$ cat config.mk
export PLATFORM = sky130hd
export DESIGN_NAME = rr_arbiter_n
export DESIGN_NICKNAME = d
export VERILOG_FILES = /design/src/rtl/rr_arbiter_n.sv
export SDC_FILE = /design/constraint.sdc
export NUM_CORES = 1
export LEC_CHECK = 0
export ABC_AREA = 1
export BUFFER_PORTS_ARGS = -buffer_cell sky130_fd_sc_hd__buf_2
export CORE_MARGIN = 2
export CORE_UTILIZATION = 45
export CTS_CLUSTER_DIAMETER = 120
export DETAILED_ROUTE_END_ITERATION = 6
export GPL_TIMING_DRIVEN = 0
export MAX_ROUTING_LAYER = met4
export PLACE_DENSITY = 0.95
export RECOVER_POWER = 25
export SLEW_MARGIN = 15
export SYNTH_ARGS = -nofsm -noshare
export SYNTH_HDL_FRONTEND = slang
export SYNTH_SLANG_ARGS = --single-unit
$ cat constraint.sdc
create_clock -name clk -period 3.4 [get_ports clk]
set_input_delay 0.34 -clock clk [delete_from_list [all_inputs] [get_ports clk]]
set_output_delay 0.34 -clock clk [all_outputs]
set_load 0.005 [all_outputs]
$ cat src/rtl/rr_arbiter_n.sv
// rtl/rr_arbiter_n.sv - N-channel round-robin/fixed-priority bus arbiter with watchdog preemption
module rr_arbiter_n #(
    parameter int NUM_CH         = 4,
    parameter int ADDR_WIDTH     = 12,
    parameter int DATA_WIDTH     = 8,
    parameter int WD_TIMER_WIDTH = 3
) (
    input  logic                           clk,
    input  logic                           reset_n,
    input  logic                           prio_mode,
    input  logic [NUM_CH-1:0]              req,
    output logic [NUM_CH-1:0]              ack,
    input  logic [NUM_CH*ADDR_WIDTH-1:0]   address_ch,
    input  logic [NUM_CH*DATA_WIDTH-1:0]   wrdata_ch,
    input  logic [NUM_CH-1:0]              rdWrn_ch,
    output logic [NUM_CH*DATA_WIDTH-1:0]   rddata_ch,
    output logic [ADDR_WIDTH-1:0]          address,
    output logic [DATA_WIDTH-1:0]          wrdata,
    input  logic [DATA_WIDTH-1:0]          rddata,
    output logic                           rdWrn,
    output logic                           busy,
    output logic [$clog2(NUM_CH)-1:0]      grant_id,
    output logic [NUM_CH-1:0]              timeout,
    input  logic [NUM_CH-1:0]              timeout_clr
);
    localparam int IDW = $clog2(NUM_CH);

    typedef enum logic {IDLE = 1'b0, GRANT = 1'b1} state_t;

    state_t                    state_q, state_d;
    logic [NUM_CH-1:0]         ack_q, ack_d;
    logic                      busy_q, busy_d;
    logic [IDW-1:0]            grant_id_q, grant_id_d;
    logic [IDW-1:0]            last_grant_q, last_grant_d;
    logic [WD_TIMER_WIDTH-1:0] wd_cnt_q, wd_cnt_d;
    logic [NUM_CH-1:0]         timeout_q, timeout_d;
    logic [NUM_CH-1:0]         blocked_q, blocked_d;

    logic [NUM_CH-1:0]         eligible;
    logic                      win_found;
    logic [IDW-1:0]            win_id;

    // Candidate order: ascending index in fixed mode, rotating past last_grant otherwise.
    always_comb begin
        int cand;
        cand      = 0;
        win_found = 1'b0;
        win_id    = '0;
        eligible  = req & ~blocked_q;
        for (int i = 1; i <= NUM_CH; i++) begin
            cand = prio_mode ? (i - 1) : ((int'(last_grant_q) + i) % NUM_CH);
            if (!win_found && eligible[cand]) begin
                win_found = 1'b1;
                win_id    = IDW'(cand);
            end
        end
    end

    always_comb begin
        state_d      = state_q;
        ack_d        = ack_q;
        busy_d       = busy_q;
        grant_id_d   = grant_id_q;
        last_grant_d = last_grant_q;
        wd_cnt_d     = wd_cnt_q;
        timeout_d    = timeout_q & ~timeout_clr;
        blocked_d    = blocked_q & req;
        case (state_q)
            IDLE: begin
                if (win_found) begin
                    state_d         = GRANT;
                    ack_d           = '0;
                    ack_d[win_id]   = 1'b1;
                    busy_d          = 1'b1;
                    grant_id_d      = win_id;
                    last_grant_d    = win_id;
                    wd_cnt_d        = '0;
                end
            end
            GRANT: begin
                if (!req[grant_id_q] || (&wd_cnt_q)) begin
                    state_d    = IDLE;
                    ack_d      = '0;
                    busy_d     = 1'b0;
                    grant_id_d = '0;
                    // Holding req past the last watchdog cycle is a forced release.
                    if (req[grant_id_q]) begin
                        timeout_d[grant_id_q] = 1'b1;
                        blocked_d[grant_id_q] = 1'b1;
                    end
                end else begin
                    wd_cnt_d = wd_cnt_q + 1'b1;
                end
            end
            default: state_d = IDLE;
        endcase
    end

    always_ff @(posedge clk or negedge reset_n) begin
        if (!reset_n) begin
            state_q      <= IDLE;
            ack_q        <= '0;
            busy_q       <= 1'b0;
            grant_id_q   <= '0;
            last_grant_q <= IDW'(NUM_CH - 1);
            wd_cnt_q     <= '0;
            timeout_q    <= '0;
            blocked_q    <= '0;
        end else begin
            state_q      <= state_d;
            ack_q        <= ack_d;
            busy_q       <= busy_d;
            grant_id_q   <= grant_id_d;
            last_grant_q <= last_grant_d;
            wd_cnt_q     <= wd_cnt_d;
            timeout_q    <= timeout_d;
            blocked_q    <= blocked_d;
        end
    end

    always_comb begin
        address   = '0;
        wrdata    = '0;
        rdWrn     = 1'b1;
        rddata_ch = '0;
        if (busy_q) begin
            address = address_ch[int'(grant_id_q)*ADDR_WIDTH +: ADDR_WIDTH];
            wrdata  = wrdata_ch[int'(grant_id_q)*DATA_WIDTH +: DATA_WIDTH];
            rdWrn   = rdWrn_ch[grant_id_q];
            rddata_ch[int'(grant_id_q)*DATA_WIDTH +: DATA_WIDTH] = rddata;
        end
    end

    assign ack      = ack_q;
    assign busy     = busy_q;
    assign grant_id = grant_id_q;
    assign timeout  = timeout_q;

endmodule
==> impl_results.md <==
* Power Density at 614 nW/um2
* Top Metal Used: met4
* # diodes at 0
* Max FO, Critical Path at 13
* Grt total ovfl at 0
* Row count at 26
* Die span in y at 76.7 um
* Netlist Area Pre-Place at 2380 um2
* Post-synth top area share at about a fifth
* Worst skew pair latency at 0.26 ns
* Synth top cells by count: 113 x nor2_1, 56 x nand2_1, 52 x o21ai_0
* WL/cell at about 13 um
* Yosys cell types at 28
* Drt first pass iters at 5
* Reg2Reg Setup Slack at 1.49 ns
* Cell count after synthesis at between 400 and 500
* Max VDD drop at 0.000280 V
* Slew Limit Fails at 0
* Share of cells above drive strength 1 at 34.6%
* Fin. Hold Viols at 0
* TNS Setup at 0 ns
* Vias in the first global route at between 2000 and 3000
* Slew margin rel. at 22.3%
* Mean Syn Cell Area at 5.79 um2
* Net Count, Synth at 524
* CTS sink count at 21
* Outcome: complete, no violations
* Critical Path Sink: rddata_ch[4]
* Share of synthesized registers carrying an async set or reset at 100%
* Crit end category: output pin
* Drt total wl at 8460 um
* Setup-failing EPs final at 0
* Die area at between 5000 and 6000 um2
* Post-DR vias/cell at a little over 5
* Clock skew at around 0.004 ns
* Total global-route track usage at between 20% and 30%
* R2r worst-path depth at 10
* Largest net degree at the start of global routing at 22
* Max_cap viols at 0
* CP Launch Point: grant_id[0]
* Startpoint Class: flop
* Hold depth at 2
* Worst r2r src: grant_id[0]
* Starting density of the core at between 40 and 50%
* Ys flop type: dfrtp_1
* Ys Warns at 0
* Post-synth EDFFs at 0
* Minimum clock period at about 3.0 ns
* DR vias at 3330
* Cts repair resizes at 0
* Unrepaired setup endpoints after global routing: false
* Most frequent cell after synthesis: nor2_1
* Metal-1 WL at about 3600 um
* First DRT Iteration DRCs at 185
* # DRC at 0
* Width of the die at approximately 77 um
* Final nets at 695
* Setup bufs post-CTS at 0
* CTS tree: yes
* Count of input and output buffers at about 170
* Reg clk slew, reported paths at 0.08 ns
* Leak at ~1.9 nW
* Seq cells post-synth at 21
* Routed wl met3 at roughly 580 um
* Yosys top cell by area: dfrtp_1
* Tcrit/Tclk final at ~87%
* Hold buffers post-CTS at 0
* Initial antenna violation count at 0
* CTS H-tree lvls at 1
* Worst Hold Class: input pin to flop
* Worst Path Arrival at 2.62 ns
* Finished Cell Area at about 3300 um2
* Core area at just over 5000 um2
* Worst-margin pin slew at between 1 and 1.5 ns
* Syn-to-layout area delta at 40.5%
* Worst r2r dst: wd_cnt_q[0]
* CP required at slightly above 3 ns
* Clock root cell: clkbuf_8
* CP Class: flop to output pin
* First-pass GRT wire length at ~14000 um
* Routed wl met2 at 4130 um
* Io pins at about 170
* Num CTS Buffers at 3
* Maximum buffer depth of the clock tree at 2
* Sequential-to-total area share from yosys stat at between 20% and 30%
* Largest cells by area after synthesis: dfrtp_1 20%, nor2_1 18%, o21ai_0 11%
* GPL Wtd Cong at 0.944
* DRT antenna net count at 0
* Fmax at approximately 340 MHz
* DP HPWL at between 6000 and 7000 um
* Area after DPL at roughly 3300 um2
-- power by group --
group	switching, W	internal (W)
Combinational	0.000939	0.000547
Clock	0.0000879	0.0000828
Sequential	0.0000729	0.000324
-- cell families after synthesis --
kind of cell    count (synthesis)  share of synthesized area (%)
buf+inv                        56                           9.20
fa+ha+maj                      10                           5.26
flops                          21                           22.2
simple gates                  244                           45.5
compound gates                 80                           17.8
-- worst min path at each step --
stage                               from    endpoint  slack (ns)
after detailed placement         reset_n      ack[3]        0.33
after CTS                        reset_n      ack[3]        0.04
after global routing      timeout_clr[0]  timeout[0]        0.26
final                     timeout_clr[0]  timeout[0]        0.25
after floorplan                  reset_n      ack[0]        0.04
after global placement           reset_n      ack[3]        0.32
-- critical path: stages, from the launching register on --
cell	delay (ns)
dfrtp_1	0.49
inv_1	0.10
buf_2	0.21
clkbuf_1	0.48
ha_1	0.35
inv_1	0.08
nand3_1	0.23
nor3_1	0.26
buf_2	0.16
-- per-layer routing --
metal | GRT usage, % | vias up
met5 | - | -
met4 | 7.09 | 0
met3 | 4.82 | 21
met1 | 34.3 | 1493
met2 | 49.7 | 146
li1 | - | 1670
-- layout make-up --
type,count,area (um2)
inverters,38,143
clock buffers,3,41.3
plain buffers,18,76.3
flip-flops and latches,21,528
clock inverters,1,7.51
well taps,70,87.6
multi-input cells,334,1630
fillers,477,1760
repair buffers,166,828
-- state kept, by name (all words and copies together) (netlist names) --
signal and flops:
grant_id 2, state_q 1, ack 4, busy 1, blocked_q 4, timeout 4
last_grant_q 2, wd_cnt_q 3
-- per-stage QoR --
step	power [W]	hold slack [ns]	setup WS (ns)	util, %	instances
final	0.00205	0.249	0.438	65.5	651
after CTS	0.00205	0.0364	0.450	65.5	651
after global placement	0.00183	0.318	0.834	64.6	647
after global routing	0.00227	0.257	0.231	65.5	651
after floorplan	0.00137	0.0444	1.28	-	411
after detailed placement	0.00187	0.332	0.751	64.6	647
-- layout by cell type, fill, tap and decap left out, drive strengths merged --
cell / n
dfrtp: 19
o311ai: 1
a21oi: 23
inv: 38
buf: 167
nand3: 32
o21ai: 55
nand4: 3
a31oi: 1
clkbuf: 20
clkinvlp: 1
dfstp: 2
nor2: 114
nand2: 76
nor3: 18
ha: 10
or2: 1
No activity file was read; power rests on OpenSTA's default activity.
